## src/rtl/bram_capture_pkg.sv

```systemverilog
// Shared definitions for the BRAM capture sequencer: FSM encoding and counter width.
package bram_capture_pkg;

  typedef enum logic [1:0] {
    IDLE    = 2'd0,
    ARMED   = 2'd1,
    CAPTURE = 2'd2
  } state_t;

  localparam int FRAME_CNT_W = 16;

endpackage

```

## src/rtl/bram_capture_bufmgr.sv

```systemverilog
// Ping-pong bank bookkeeping: tracks which banks hold complete frames, the bank
// being filled next, and the oldest full bank offered to the reader.
module bram_capture_bufmgr
  import bram_capture_pkg::*;
(
  input  logic       clk,
  input  logic       rst,
  input  logic       frame_done,
  input  logic       buf_ack,
  output logic       wr_bank,
  output logic [1:0] full,
  output logic       buf_ready,
  output logic       buf_bank
);

  logic rd_bank;
  logic ack_ok;

  // Handshake: buf_ready is a level that stays high while any bank is full;
  // buf_bank names the oldest full bank and is only meaningful while buf_ready=1.
  // A one-cycle buf_ack releases buf_bank; an ack while buf_ready=0 is ignored.
  assign ack_ok    = buf_ack & (|full);
  assign buf_ready = |full;
  assign buf_bank  = rd_bank;

  // Capture only starts into a non-full bank and ack only hits a full one,
  // so the two updates below never target the same bit.
  always_ff @(posedge clk) begin
    if (rst) begin
      full    <= 2'b00;
      wr_bank <= 1'b0;
      rd_bank <= 1'b0;
    end else begin
      if (frame_done) begin
        full[wr_bank] <= 1'b1;
        wr_bank       <= ~wr_bank;
      end
      if (ack_ok) begin
        full[rd_bank] <= 1'b0;
        rd_bank       <= ~rd_bank;
      end
    end
  end

endmodule

```

## src/rtl/bram_capture_ctrl.sv

```systemverilog
// Capture sequencer: on each radar sync edge, writes NUM_SAMPLES valid samples
// into a ping-pong BRAM and hands completed banks to the readout side.
module bram_capture_ctrl
  import bram_capture_pkg::*;
#(
  parameter int DATA_WIDTH  = 32,
  parameter int ADDR_WIDTH  = 10,
  parameter int NUM_SAMPLES = 1000
) (
  input  logic                   clk,
  input  logic                   rst,
  input  logic                   enable,
  input  logic                   sinc,
  input  logic [DATA_WIDTH-1:0]  data_in,
  input  logic                   data_valid,
  output logic                   bram_en,
  output logic                   bram_we,
  output logic [ADDR_WIDTH:0]    bram_addr,
  output logic [DATA_WIDTH-1:0]  bram_din,
  output logic                   buf_ready,
  output logic                   buf_bank,
  input  logic                   buf_ack,
  output logic                   overrun,
  output logic [FRAME_CNT_W-1:0] frame_cnt
);

  localparam logic [ADDR_WIDTH-1:0] LAST_IDX = ADDR_WIDTH'(NUM_SAMPLES - 1);

  state_t                state;
  logic                  sinc_d1;
  logic                  sinc_d2;
  logic [1:0]            sinc_vld;
  logic                  sync_edge;
  logic [ADDR_WIDTH-1:0] index;
  logic                  accept;
  logic                  frame_done;
  logic                  wr_bank;
  logic [1:0]            full;

  // sinc_vld masks the edge until both delay stages hold real samples, so a
  // sync already high when reset releases is not mistaken for a rising edge.
  assign sync_edge  = sinc_vld[1] & sinc_d1 & ~sinc_d2;
  assign accept     = (state == CAPTURE) & data_valid;
  assign frame_done = accept & (index == LAST_IDX);
  assign bram_en    = bram_we;

  always_ff @(posedge clk) begin
    if (rst) begin
      state     <= IDLE;
      sinc_d1   <= 1'b0;
      sinc_d2   <= 1'b0;
      sinc_vld  <= 2'b00;
      index     <= '0;
      bram_we   <= 1'b0;
      bram_addr <= '0;
      bram_din  <= '0;
      overrun   <= 1'b0;
      frame_cnt <= '0;
    end else begin
      sinc_d1  <= sinc;
      sinc_d2  <= sinc_d1;
      sinc_vld <= {sinc_vld[0], 1'b1};
      bram_we  <= accept;
      overrun  <= 1'b0;

      if (accept) begin
        bram_addr <= {wr_bank, index};
        bram_din  <= data_in;
        index     <= index + 1'b1;
      end

      if (frame_done) begin
        frame_cnt <= frame_cnt + 1'b1;
      end

      case (state)
        IDLE: begin
          if (enable) state <= ARMED;
        end
        ARMED: begin
          if (!enable) begin
            state <= IDLE;
          end else if (sync_edge) begin
            if (full[wr_bank]) begin
              overrun <= 1'b1;
            end else begin
              state <= CAPTURE;
              index <= '0;
            end
          end
        end
        CAPTURE: begin
          // Sync edges and enable=0 do not disturb a frame in progress.
          if (frame_done) state <= enable ? ARMED : IDLE;
        end
        default: state <= IDLE;
      endcase
    end
  end

  bram_capture_bufmgr u_bufmgr (
    .clk        (clk),
    .rst        (rst),
    .frame_done (frame_done),
    .buf_ack    (buf_ack),
    .wr_bank    (wr_bank),
    .full       (full),
    .buf_ready  (buf_ready),
    .buf_bank   (buf_bank)
  );

endmodule
```

## config.mk

```make
export PLATFORM = sky130hd
export DESIGN_NAME = bram_capture_ctrl
export DESIGN_NICKNAME = d
export VERILOG_FILES = /design/src/rtl/bram_capture_pkg.sv /design/src/rtl/bram_capture_bufmgr.sv /design/src/rtl/bram_capture_ctrl.sv
export SDC_FILE = /design/constraint.sdc
export NUM_CORES = 1
export LEC_CHECK = 0
export ABC_CLOCK_PERIOD_IN_PS = 2430
export BUFFER_PORTS_ARGS = -buffer_cell sky130_fd_sc_hd__buf_4
export CORE_MARGIN = 3
export CORE_UTILIZATION = 50
export DETAILED_ROUTE_END_ITERATION = 16
export PLACE_DENSITY = 0.79
export SYNTH_ARGS = -nofsm -noshare
export SYNTH_HDL_FRONTEND = slang
export SYNTH_HIERARCHICAL = 1
export SYNTH_SLANG_ARGS = --single-unit
```

## constraint.sdc

```tcl
create_clock -name clk -period 2.43 [get_ports clk]
set_input_delay 0.729 -clock clk [delete_from_list [all_inputs] [get_ports clk]]
set_output_delay 0.729 -clock clk [all_outputs]
set_load 0.02 [all_outputs]
```

# --- Yosys cells after proc, flatten, opt, wreduce, memory -nomap -nowiden ---
# Index checks and enable logic that the tools add are counted.
totals:
  out_inout_bits: 64
  mem_bits_ro: 0
  ramBits: 0
  latchBits: 0
  in_bits: 38
  mem_count: 0
  elab_cells: 70
  regBits: 81
op_classes:
  n_addsub: 2
  order_cmp: 4
  bitwise: 14
  n_reduce_logical: 6
  multipliers: 0
  shifts: 0
  eq_ne: 7
  div_mod_pow: 0
  n_mux: 23
op_table:
  columns: ["op", "count"]
  rows:
  - ["2-to-1 mux 10 bit", 5]
  - ["adder 16 x 1 -> 16 bit (second input constant)", 1]
  - ["2-to-1 mux 2 bit", 8]
  - ["adder 10 x 1 -> 10 bit (second input constant)", 1]
  - ["== test 10 bit (second input constant)", 1]
  - ["2-to-1 mux 1 bit", 7]
  - ["inequality test 3 bit (second input constant)", 2]
  - ["NOT 1 bit", 6]
  - ["case mux 2 bit (3 select lines)", 1]
  - ["bitwise AND 1 bit", 5]
  - ["less-than comparator 1 x 2 -> 1 bit (second input constant)", 2]
  - ["inequality test 2 bit (second input constant)", 2]
  - ["AND reduction 4 bit", 1]
  - ["OR reduction 4 bit", 1]
  - ["bitwise AND 2 bit", 1]
  - ["demux 1 bit (select 1 bit)", 2]
  - ["== test 2 x 1 -> 1 bit (second input constant)", 1]
  - ["== test 2 bit (second input constant)", 1]
  - ["greater-or-equal comparator 1 bit (second input constant)", 2]
  - ["logical AND 1 bit", 2]
  - ["zero test 2 bit", 1]
  - ["NOT 2 bit", 1]
  - ["bitwise OR 2 bit", 1]
  - ["OR reduction 2 bit", 1]

# --- Longest topological paths before layout ---
# Gate-level depths: netlist (run 1).
depth:
  ltp_word: 9
  depth_mapped: 7
  depth_no_buf: 6

# --- By module ---
# The synthesis (run 1) kept the hierarchy.
modules_own_cells:
  columns: ["mod", "area_each_um2", "cells_per_inst", "seq_area_each_um2", "instances"]
  rows:
  - ["bram_capture_ctrl", 2942.8, 350, 1541.5, 1]
  - ["bram_capture_bufmgr", 171.4, 17, 80.1, 1]

# --- Worst setup path after synthesis (run 1) ---
# No wires, ideal clock.
synth_timing:
  path_type: "input port to flip-flop"
  from: "in data_valid"
  to: "reg frame_cnt[9]"
  slack_ps: 565
  setup_time_ps: 115
  required_ps: 2315
  path_buffers: 1
  path_stages: 5
  arrival_ps: 1750
  path_cell_list: "and4b_2 > nand3_2 > buf_2 > o31a_1 > o21a_1"
synth_via:
  elab_chain_cells: 2
synth_lines:
  columns: ["element", "line", "rtl"]
  rows:
  - ["start, declared", "bram_capture_ctrl.sv:15", "input logic data_valid,"]
  - ["bitwise AND 1 bit", "bram_capture_ctrl.sv:43", "assign accept = (state == CAPTURE) & data_valid;"]
  - ["bitwise AND 1 bit", "bram_capture_ctrl.sv:44", "assign frame_done = accept & (index == LAST_IDX);"]
  - ["end signal, assigned", "bram_capture_ctrl.sv:73", "frame_cnt <= frame_cnt + 1'b1;"]
  - ["end, declared", "bram_capture_ctrl.sv:24", "output logic [FRAME_CNT_W-1:0] frame_cnt"]
# No other way between the ends.
# A chain may end at the register's enable or synchronous reset.

# --- Final worst setup path (run 1) ---
layout_timing:
  from: "reg index[0]"
  to: "reg frame_cnt[13]"
layout_via:
  elab_chain_cells: 2
layout_lines:
  columns: ["element", "line", "rtl"]
  rows:
  - ["start, declared", "bram_capture_ctrl.sv:34", "logic [ADDR_WIDTH-1:0] index;"]
  - ["start signal, assigned", "bram_capture_ctrl.sv:69", "index <= index + 1'b1;"]
  - ["== test 10 bit", "bram_capture_ctrl.sv:44", null]
  - ["bitwise AND 1 bit", "bram_capture_ctrl.sv:44", null]
# No other way between the ends.

==> impl_summary.txt, run 1 <==
----------------------------------------------------
[Power and ir drop]
  Static Leak ... 1.60 nW
  Final total power ... 2.24 mW
  VDD IR-drop max ... 0.380 mV
  Power per unit of standard cell area ... 550 mW/mm2

[GRT]
  First-pass GRT wire length ... 11.7 mm
  Number of global-route vias before repair ... 2590
  Initial antenna violation count ... 0
  GRT Residual Overflow ... 0
  Overall fraction of global-route tracks in use ... 19.3%
  Pin count of the biggest net entering global routing ... 46

[Finish]
  Final design utilization ... 68.1%
  Leading cell types in the layout, fill and taps excluded ... buf_4, nand2_1, dfxtp_1, a21oi_1, nor2_1
  Commonest non-fill, non-tap cell in the layout ... buf_4
  Post-route insts no fill ... 542
  Total Nets Final ... 503
  Fraction of final layout cells with drive strength greater than 1 ... 26.8%
  Signed area change from the synthesized netlist to the final layout ... 30.9%
  Antenna fix cells ... 0

[Floorplan]
  Initial core utilization ... 52.0%
  I/O Pins ... 102
  Vert. Die Dim ... 84.9 um
  Floorplan row count ... 28
  Die area ... 0.00721 mm2
  Floorplan die width ... 84.9 um
  Std-Cell Core Area ... 0.00599 mm2

[Synthesis]
  Count of flip-flops with a built-in enable after synthesis ... 0
  Mapped cell area ... 0.00311 mm2
  Largest cells by area after synthesis ... dfxtp_1, nand2_1, a21oi_1
  Post-synthesis average cell area ... 8.49 um2
  Synthesized netlist net count ... 407
  Portion of the post-synthesis area used by sequential elements ... 52.1%
  Fraction of registers with async set/reset ... 0%
  Primary flip-flop cell chosen by synthesis mapping ... dfxtp_1
  Number of storage elements in the synthesis netlist ... 81
  Number of unique standard cell types used by synthesis ... 41
  Top cell type's share of synthesized area ... 52.1%
  Count of warnings emitted by yosys ... 6
  Gate count after technology mapping ... 367
  Area leader, netlist ... dfxtp_1

[Clock tree]
  Number of levels in the clock H-tree ... 3
  TritonCTS buffer count ... 9
  Master cell of the clock root buffer ... clkbuf_8
  Clock transition at the register clock pins on the worst setup and hold paths after CTS ... 0.07 ns
  Number of buffers between clock root and the deepest sink ... 2
  Post-CTS Resized ... 0
  Clk_lat worst skew ... 0.34 ns
  Hold Buf Count CTS ... 0
  CTS tree ... built
  Post-CTS Setup Bufs ... 0
  TritonCTS Sinks ... 81

[STA]
  Worst setup slack after layout ... 0.412 ns
  Period utilisation layout ... 83.0%
  Final worst path period need ... 2.02 ns
  Maximum clock frequency ... 0.496 GHz
  Pins Over Slew Limit ... 0
  Final setup violation count ... 0
  Worst slew pin tran ... 0.467 ns
  Endpoints failing hold ... 0
  Post-Route Setup TNS ... 0 ns
  Max-slew headroom at the worst pin ... 68.9%
  RSZ-0062 raised after global routing ... false
  Worst clock skew ... 0.00889 ns

[Job]
  Max_cap viols ... 0

[Setup path]
  Arrival time at the worst endpoint ... 2.28 ns
  Endpoint type of the worst setup path ... flip-flop
  Minimum setup slack among reg-to-reg paths ... 0.41 ns
  Crit-path max FO ... 15
  Worst flop-to-flop path endpoint ... frame_cnt[13]
  Required time of the critical path ... 2.69 ns
  Worst flop-to-flop path startpoint ... index[0]
  Launching element type of the critical path ... flip-flop
  Reg2reg path depth ... 5
  Kind of critical path ... flip-flop to flip-flop
  Launch point of the worst path ... index[0]

[Place]
  Instance count after placement with tap cells included ... 527
  Post-detailed-placement half-perimeter wirelength ... 4.89 mm
  Pre-CTS WS ... 0.268 ns
  Buffers on Ports ... 101
  Last weighted congestion value of the routability-driven placer ... 0.775

[Drt]
  Number of DRC violations after detailed routing ... 0
  DR vias ... 2842
  ANT nets after route ... 0
  DRT iter0 DRCs ... 134
  Detailed-route wire length ... 7.01 mm
  Wire per inst ... 12.9 um
  Routed vias/inst ... 5.24
  Iteration count of the initial detailed-routing pass ... 4

[Min path]
  Kind of path behind the tightest hold check ... flip-flop to flip-flop
  Instance count along the most critical hold path ... 1
  Hold Path Origin ... sinc_vld[0]
  Worst Hold Endpoint ... sinc_vld[1]

[Run status]
  Outcome ... finished clean

----------------------------------------------------
per-layer routing:
| metal | GRT usage, % | routed length, um | vias to the layer above |
|---|---|---|---|
| met3 | 6.70 | 478 | 4 |
| met4 | 3.31 | 37 | 0 |
| met1 | 25.0 | 3300 | 1313 |
| met5 | 0 | 0 | - |
| met2 | 31.8 | 3190 | 77 |
| li1 | - | - | 1448 |
cells in the mapped netlist, types with 2 or more instances:
| cell type | n |
|---|---|
| nor3_1 | 3 |
| nand3_1 | 6 |
| clkbuf_1 | 17 |
| nand4b_1 | 2 |
| nor4_1 | 2 |
| and4_1 | 3 |
| xnor2_1 | 9 |
| nand4_1 | 9 |
| xor2_1 | 2 |
| dfxtp_1 | 81 |
| or4_1 | 6 |
| o31ai_1 | 6 |
| a21oi_1 | 61 |
| and2_1 | 2 |
| o21ai_0 | 6 |
| nor2b_1 | 5 |
| nand2b_1 | 2 |
| ha_1 | 2 |
| nand2_1 | 97 |
| inv_1 | 5 |
| o21a_1 | 2 |
| nor2_1 | 15 |
| or3_1 | 6 |
registers in the layout, indices dropped and copies added (netlist names):
signal / count
u_bufmgr/wr_bank: 1
index: 10
bram_en: 1
u_bufmgr/buf_bank: 1
u_bufmgr/full: 2
sinc_vld: 2
bram_din: 32
frame_cnt: 16
bram_addr: 11
sinc_d1: 1
state: 2
sinc_d2: 1
overrun: 1
worst max-delay path: stages, from the launching register on:
cell and delay, ns:
dfxtp_1 0.42, ha_1 0.24, and4b_2 0.32, nand3_2 0.25
or4_1 0.56, a21oi_1 0.15
cells by family (layout without fill, tap and decap cells):
kind of cell	count (synthesis)	in the layout	share of synthesized area, %
simple gates	167	167	26.0
fa+ha+maj	2	2	0.803
xor+xnor	11	11	3.09
flops	81	81	52.1
mux	2	2	0.803
buf+inv	25	125	3.17
compound gates	79	79	14.0
worst max-delay path by stage:
stage,to,cells after the start
floorplan,frame_cnt[9],5
global placement,frame_cnt[14],5
detailed placement,frame_cnt[10],5
CTS,frame_cnt[13],5
global route,frame_cnt[13],5
finish,frame_cnt[13],5
per-stage QoR:
| stage | hold slack (ns) | instance area (um2) |
|---|---|---|
| after CTS | 0.447 | 4080 |
| after floorplan | 0.414 | 3110 |
| final | 0.443 | 4080 |
| after global routing | 0.454 | 4080 |
| after global placement | 0.419 | 3920 |
| after detailed placement | 0.429 | 3920 |
area by class of cell:
cell class	count	area (um2)
sequential	81	1620
tap	75	93.8
multi-input combinational	261	1390
timing repair buffer	105	788
fill	501	1910
inverter	5	18.8
clock buffer	11	141
clock inverter	4	20.0
report_power, final:
group,switching (mW),internal [mW],leakage (nW)
clock network,0.444,0.387,0.0887
logic,0.0344,0.0440,0.856
registers,0.00240,1.33,0.653
(Power assumes the default switching activity.)
==> inputs of run 2 (changes only) <==
- ABC_CLOCK_PERIOD_IN_PS: 2430 -> 1980
- clock period: 2.43 -> 1.98 ns (I/O delays scaled with it)
==> run 2 against run 1 <==
Sequential cell count did not move. Worst setup slack got worse by 0.28 ns. Combinational power rose by 26%. Final cell count rose by 1.1%. Routed wire length rose by 0.94%. Register-to-register slack got worse by 0.28 ns. Clock power rose by 55%. Clock skew barely moved. Critical path depth rose by 2. Non-clock buffer count rose by 7. Maximum frequency rose by 9.4%. Largest cell class unchanged. Highest routed layer unchanged.
==> impl_summary.txt, run 2 (synthesized netlist as in run 1, its figures left out) <==
----------------------------------------------------
[Run status]
  Outcome ... finished clean

[Finish]
  Leading cell types in the layout, fill and taps excluded ... buf_4, nand2_1, dfxtp_1, a21oi_1, nor2_1
  Total Nets Final ... 510
  Fraction of final layout cells with drive strength greater than 1 ... 27.9%
  Top register by number of flip-flops ... bram_din
  Antenna fix cells ... 0
  Post-route insts no fill ... 548
  Flip-flop count of the largest register after layout ... 32
  FF+latch area ... 0.00162 mm2
  Final design utilization ... 70.2%
  Signed area change from the synthesized netlist to the final layout ... 35.0%
  Count of fill cells added during filler insertion ... 483
  Area taken by multi-input logic gates ... 0.00140 mm2
  Commonest non-fill, non-tap cell in the layout ... buf_4
  Largest registers in the final layout ... bram_din (32), frame_cnt (16), bram_addr (11)

[Setup path]
  Kind of critical path ... flip-flop to flip-flop
  Endpoint type of the worst setup path ... flip-flop
  Reg2reg path depth ... 7
  Launching element type of the critical path ... flip-flop
  Crit-path max FO ... 10
  Required time of the critical path ... 2.23 ns
  Arrival time at the worst endpoint ... 2.09 ns

[Floorplan]
  Std-Cell Core Area ... 0.00599 mm2
  Floorplan row count ... 28
  Floorplan die width ... 84.9 um
  Die area ... 0.00721 mm2
  Vert. Die Dim ... 84.9 um
  Initial core utilization ... 52.0%
  I/O Pins ... 102

[Drt]
  DR vias ... 2868
  Detailed-route wire length ... 7.07 mm
  ANT nets after route ... 0
  DRT iter0 DRCs ... 125
  Routed vias/inst ... 5.23
  Iteration count of the initial detailed-routing pass ... 4
  Number of DRC violations after detailed routing ... 0
  Wire per inst ... 12.9 um

[Clock tree]
  Hold Buf Count CTS ... 0
  TritonCTS Sinks ... 81
  Clk_lat worst skew ... 0.34 ns
  Number of levels in the clock H-tree ... 3
  TritonCTS buffer count ... 9
  Clock transition at the register clock pins on the worst setup and hold paths after CTS ... 0.07 ns
  Master cell of the clock root buffer ... clkbuf_8
  CTS tree ... built
  Number of buffers between clock root and the deepest sink ... 2

[Job]
  Max_cap viols ... 0

[GRT]
  Number of global-route vias before repair ... 2626
  Initial antenna violation count ... 0
  GRT Residual Overflow ... 0
  Pin count of the biggest net entering global routing ... 46
  First-pass GRT wire length ... 11.7 mm
  Overall fraction of global-route tracks in use ... 19.4%

[STA]
  Worst slew pin tran ... 0.450 ns
  RSZ-0062 raised after global routing ... false
  Final worst path period need ... 1.84 ns
  Worst clock skew ... 0.00903 ns
  Pins Over Slew Limit ... 0
  Period utilisation layout ... 93.1%
  Final setup violation count ... 0
  Max-slew headroom at the worst pin ... 69.9%
  Endpoints failing hold ... 0
  Maximum clock frequency ... 0.542 GHz

[Min path]
  Kind of path behind the tightest hold check ... flip-flop to flip-flop
  Instance count along the most critical hold path ... 1

[Power and ir drop]
  Static Leak ... 1.66 nW
  Final total power ... 3.03 mW
  Power per unit of standard cell area ... 720 mW/mm2
  VDD IR-drop max ... 0.533 mV

[Place]
  Instance count after placement with tap cells included ... 534
  Post-detailed-placement half-perimeter wirelength ... 5.01 mm
  Buffers on Ports ... 101
  Last weighted congestion value of the routability-driven placer ... 0.773

----------------------------------------------------
-- run 2: layer usage --
layer | share of wire (%) | vias to the layer above | GRT usage (%) | routed length, um
met1 | 46 | 1314 | 24.9 | 3220
met2 | 47 | 84 | 31.8 | 3310
li1 | - | 1460 | - | -
met4 | 1.4 | 0 | 6.47 | 100
met3 | 6.3 | 10 | 5.15 | 443
met5 | 0 | - | 0 | 0
-- run 2: final timing paths --
path | start | end | slack [ns]
worst min register to register | sinc_vld[0] | sinc_vld[1] | 0.44
worst min-delay path | sinc_vld[0] | sinc_vld[1] | 0.44
worst max-delay path | index[0] | u_bufmgr/full[0] | 0.14
worst max register to register | index[0] | u_bufmgr/full[0] | 0.14
-- run 2: per-stage QoR --
| stage | hold slack (ns) | TNS, ns | instance area, um2 | worst slack [ns] |
|---|---|---|---|---|
| floorplan | 0.414 | 0 | 3110 | 0.240 |
| global placement | 0.419 | 0 | 3980 | 0.0682 |
| detailed placement | 0.435 | -0.0141 | 3980 | -0.0141 |
| CTS | 0.453 | 0 | 4200 | 0.0792 |
| global route | 0.463 | 0 | 4210 | 0.0196 |
| finish | 0.444 | 0 | 4210 | 0.136 |
-- run 2: area by class of cell --
class | count | area share, %
sequential | 81 | 38.6
multi-input combinational | 261 | 33.3
timing repair buffer | 112 | 20.3
clock buffer | 11 | 3.60
tap | 75 | 2.23
clock inverter | 3 | 1.55
inverter | 5 | 0.446
-- run 2: worst max-delay path, cell delays in order, from the launching register on --
cell      delay (ns)
dfxtp_1         0.34
ha_1            0.22
and4b_2         0.35
nand3_4         0.14
buf_4           0.19
inv_1           0.16
nand2b_1        0.12
a221oi_2        0.23
-- run 2: timing repair --
action,4_1_cts,5_1_grt
gates resized for setup,0,1
hold endpoints to repair,0,0
buffers inserted,0,0
endpoints found under the setup margin,0,2
-- run 2: report_power, final --
group	switching [mW]	internal, mW	leakage (nW)	total (mW)
Clock	0.530	0.763	0.111	1.29
Sequential	0.00331	1.63	0.653	1.64
Combinational	0.0429	0.0555	0.899	0.0984
==> inputs of run 3 (changes only) <==
- CORE_ASPECT_RATIO: default -> 1.2
==> run 3 against run 2 <==
Total power is 1.3% higher. Global-route usage up 1.7 points. Register-to-register slack lost 0.02 ns. Largest power group unchanged.
==> impl_summary.txt, run 3 (synthesized netlist as in run 1, its figures left out) <==
----------------------------------------------------
[Setup path]
  Launch point of the worst path ... index[0]
  Cell type of the slowest stage on the worst timing path ... or3_1
  Crit path cell chain ... ha_4 -> and4b_2 -> buf_4 -> nand4_1 -> or3_1 -> a21oi_1
  Required time of the critical path ... 2.24 ns
  Buffers plus inverters on the worst setup path ... 1
  Worst stage delay on the critical path ... 0.42 ns
  Kind of critical path ... flip-flop to flip-flop
  Arrival time at the worst endpoint ... 2.12 ns
  Endpoint type of the worst setup path ... flip-flop
  Worst flop-to-flop path startpoint ... index[0]
  Crit-path max FO ... 7
  Crit path max-delay family ... simple AND/OR/NAND/NOR gates
  Launching element type of the critical path ... flip-flop

[STA]
  Max-slew headroom at the worst pin ... 66.2%
  Worst slew pin tran ... 0.507 ns
  Pins Over Slew Limit ... 0
  Worst Hold Slack ... 0.450 ns
  Worst clock skew ... 0.0106 ns
  Final setup violation count ... 0
  Endpoints failing hold ... 0
  Period utilisation layout ... 94.0%
  Maximum clock frequency ... 0.537 GHz
  Final worst path period need ... 1.86 ns

[Finish]
  Leading cell types in the layout, fill and taps excluded ... buf_4, nand2_1, dfxtp_1, a21oi_1, nor2_1
  Signed area change from the synthesized netlist to the final layout ... 36.4%
  Fraction of final layout cells with drive strength greater than 1 ... 28.3%
  Commonest non-fill, non-tap cell in the layout ... buf_4
  Count of fill cells added during filler insertion ... 480
  Post-route insts no fill ... 557
  Largest registers in the final layout ... bram_din (32), frame_cnt (16), bram_addr (11)
  Final design utilization ... 72.5%
  Antenna fix cells ... 0
  Top register by number of flip-flops ... bram_din
  Total Nets Final ... 512
  Flip-flop count of the largest register after layout ... 32

[Power and ir drop]
  Static Leak ... 1.66 nW
  VDD IR-drop max ... 0.450 mV
  Power per unit of standard cell area ... 722 mW/mm2

[GRT]
  First-pass GRT wire length ... 12.3 mm
  Number of global-route vias before repair ... 2746
  Overall fraction of global-route tracks in use ... 21.1%
  Pin count of the biggest net entering global routing ... 49
  Initial antenna violation count ... 0
  GRT Residual Overflow ... 0

[Job]
  Max_cap viols ... 0

[Place]
  Instance count after placement with tap cells included ... 541
  Post-detailed-placement half-perimeter wirelength ... 5.27 mm
  Buffers on Ports ... 101
  Last weighted congestion value of the routability-driven placer ... 0.768

[Clock tree]
  CTS tree ... built
  TritonCTS buffer count ... 9
  TritonCTS Sinks ... 81
  Post-CTS Resized ... 0
  Post-CTS Setup Bufs ... 0
  Master cell of the clock root buffer ... clkbuf_8
  Number of levels in the clock H-tree ... 3
  Clk_lat worst skew ... 0.34 ns
  Clock transition at the register clock pins on the worst setup and hold paths after CTS ... 0.08 ns
  Number of buffers between clock root and the deepest sink ... 2
  Hold Buf Count CTS ... 0

[Drt]
  Sum of routed wire segments on met1 ... 3.13 mm
  Routed met3 length ... 392 um
  Detailed-route wire length ... 7.62 mm
  DR vias ... 2920
  Wire length on met2 ... 3.98 mm
  Top layer in use ... met4
  Number of DRC violations after detailed routing ... 0
  ANT nets after route ... 0
  Iteration count of the initial detailed-routing pass ... 4
  Wire per inst ... 13.7 um
  DRT iter0 DRCs ... 154
  Routed vias/inst ... 5.24

[Floorplan]
  Std-Cell Core Area ... 0.00586 mm2
  I/O Pins ... 102
  Floorplan row count ... 30
  Initial core utilization ... 53.2%
  Die area ... 0.00722 mm2
  Vert. Die Dim ... 92.5 um
  Floorplan die width ... 78.0 um

[Min path]
  Kind of path behind the tightest hold check ... flip-flop to flip-flop
  Hold Path Origin ... sinc_vld[0]

[Run status]
  Outcome ... finished clean

----------------------------------------------------
[run 3: changes by cell type in the layout (fill, tap and decap cells not counted)]
| cell | change |
|---|---|
| clkbuf_1 | +3 |
| clkinv_2 | -1 |
| buf_4 | +2 |
| dfxtp_1 | -1 |
| ha_4 | +1 |
| ha_1 | -1 |
| dfxtp_2 | +1 |
[run 3: cell type report]
class	count	area [um2]	area share, %
Sequential cell	81	1620	38.2
Multi-Input combinational cell	261	1410	33.3
Timing Repair Buffer	114	868	20.4
Clock buffer	14	163	3.83
Tap cell	80	100	2.36
Clock inverter	2	60.1	1.41
Inverter	5	18.8	0.442
[run 3: layer usage]
layer	vias up	global-route usage, %
li1	1471	-
met1	1352	25.3
met2	84	35.8
met3	13	6.32
met4	0	7.14
met5	-	0
[run 3: worst paths after layout]
check,endpoint,slack [ns],depth (start not counted)
min reg2reg,sinc_vld[1],0.45,1
max reg2reg,frame_cnt[4],0.12,6
min,sinc_vld[1],0.45,1
max,frame_cnt[4],0.12,6
[run 3: where the power goes]
group          internal, mW  switching [mW]  total (mW)  leakage, nW
clock                 0.782           0.551        1.33        0.111
combinational        0.0542          0.0431      0.0973        0.900
sequential             1.63         0.00304        1.64        0.654
[run 3: per-stage QoR]
stage                     setup WS [ns]  setup TNS (ns)  power, mW  area (um2)
after floorplan                   0.240               0       1.70        3110
after global placement           0.0669               0       1.77        4000
after detailed placement         0.0303               0       1.77        4000
after CTS                         0.102               0       3.10        4230
after global routing           -0.00786        -0.00786       3.17        4250
final                             0.119               0       3.07        4250
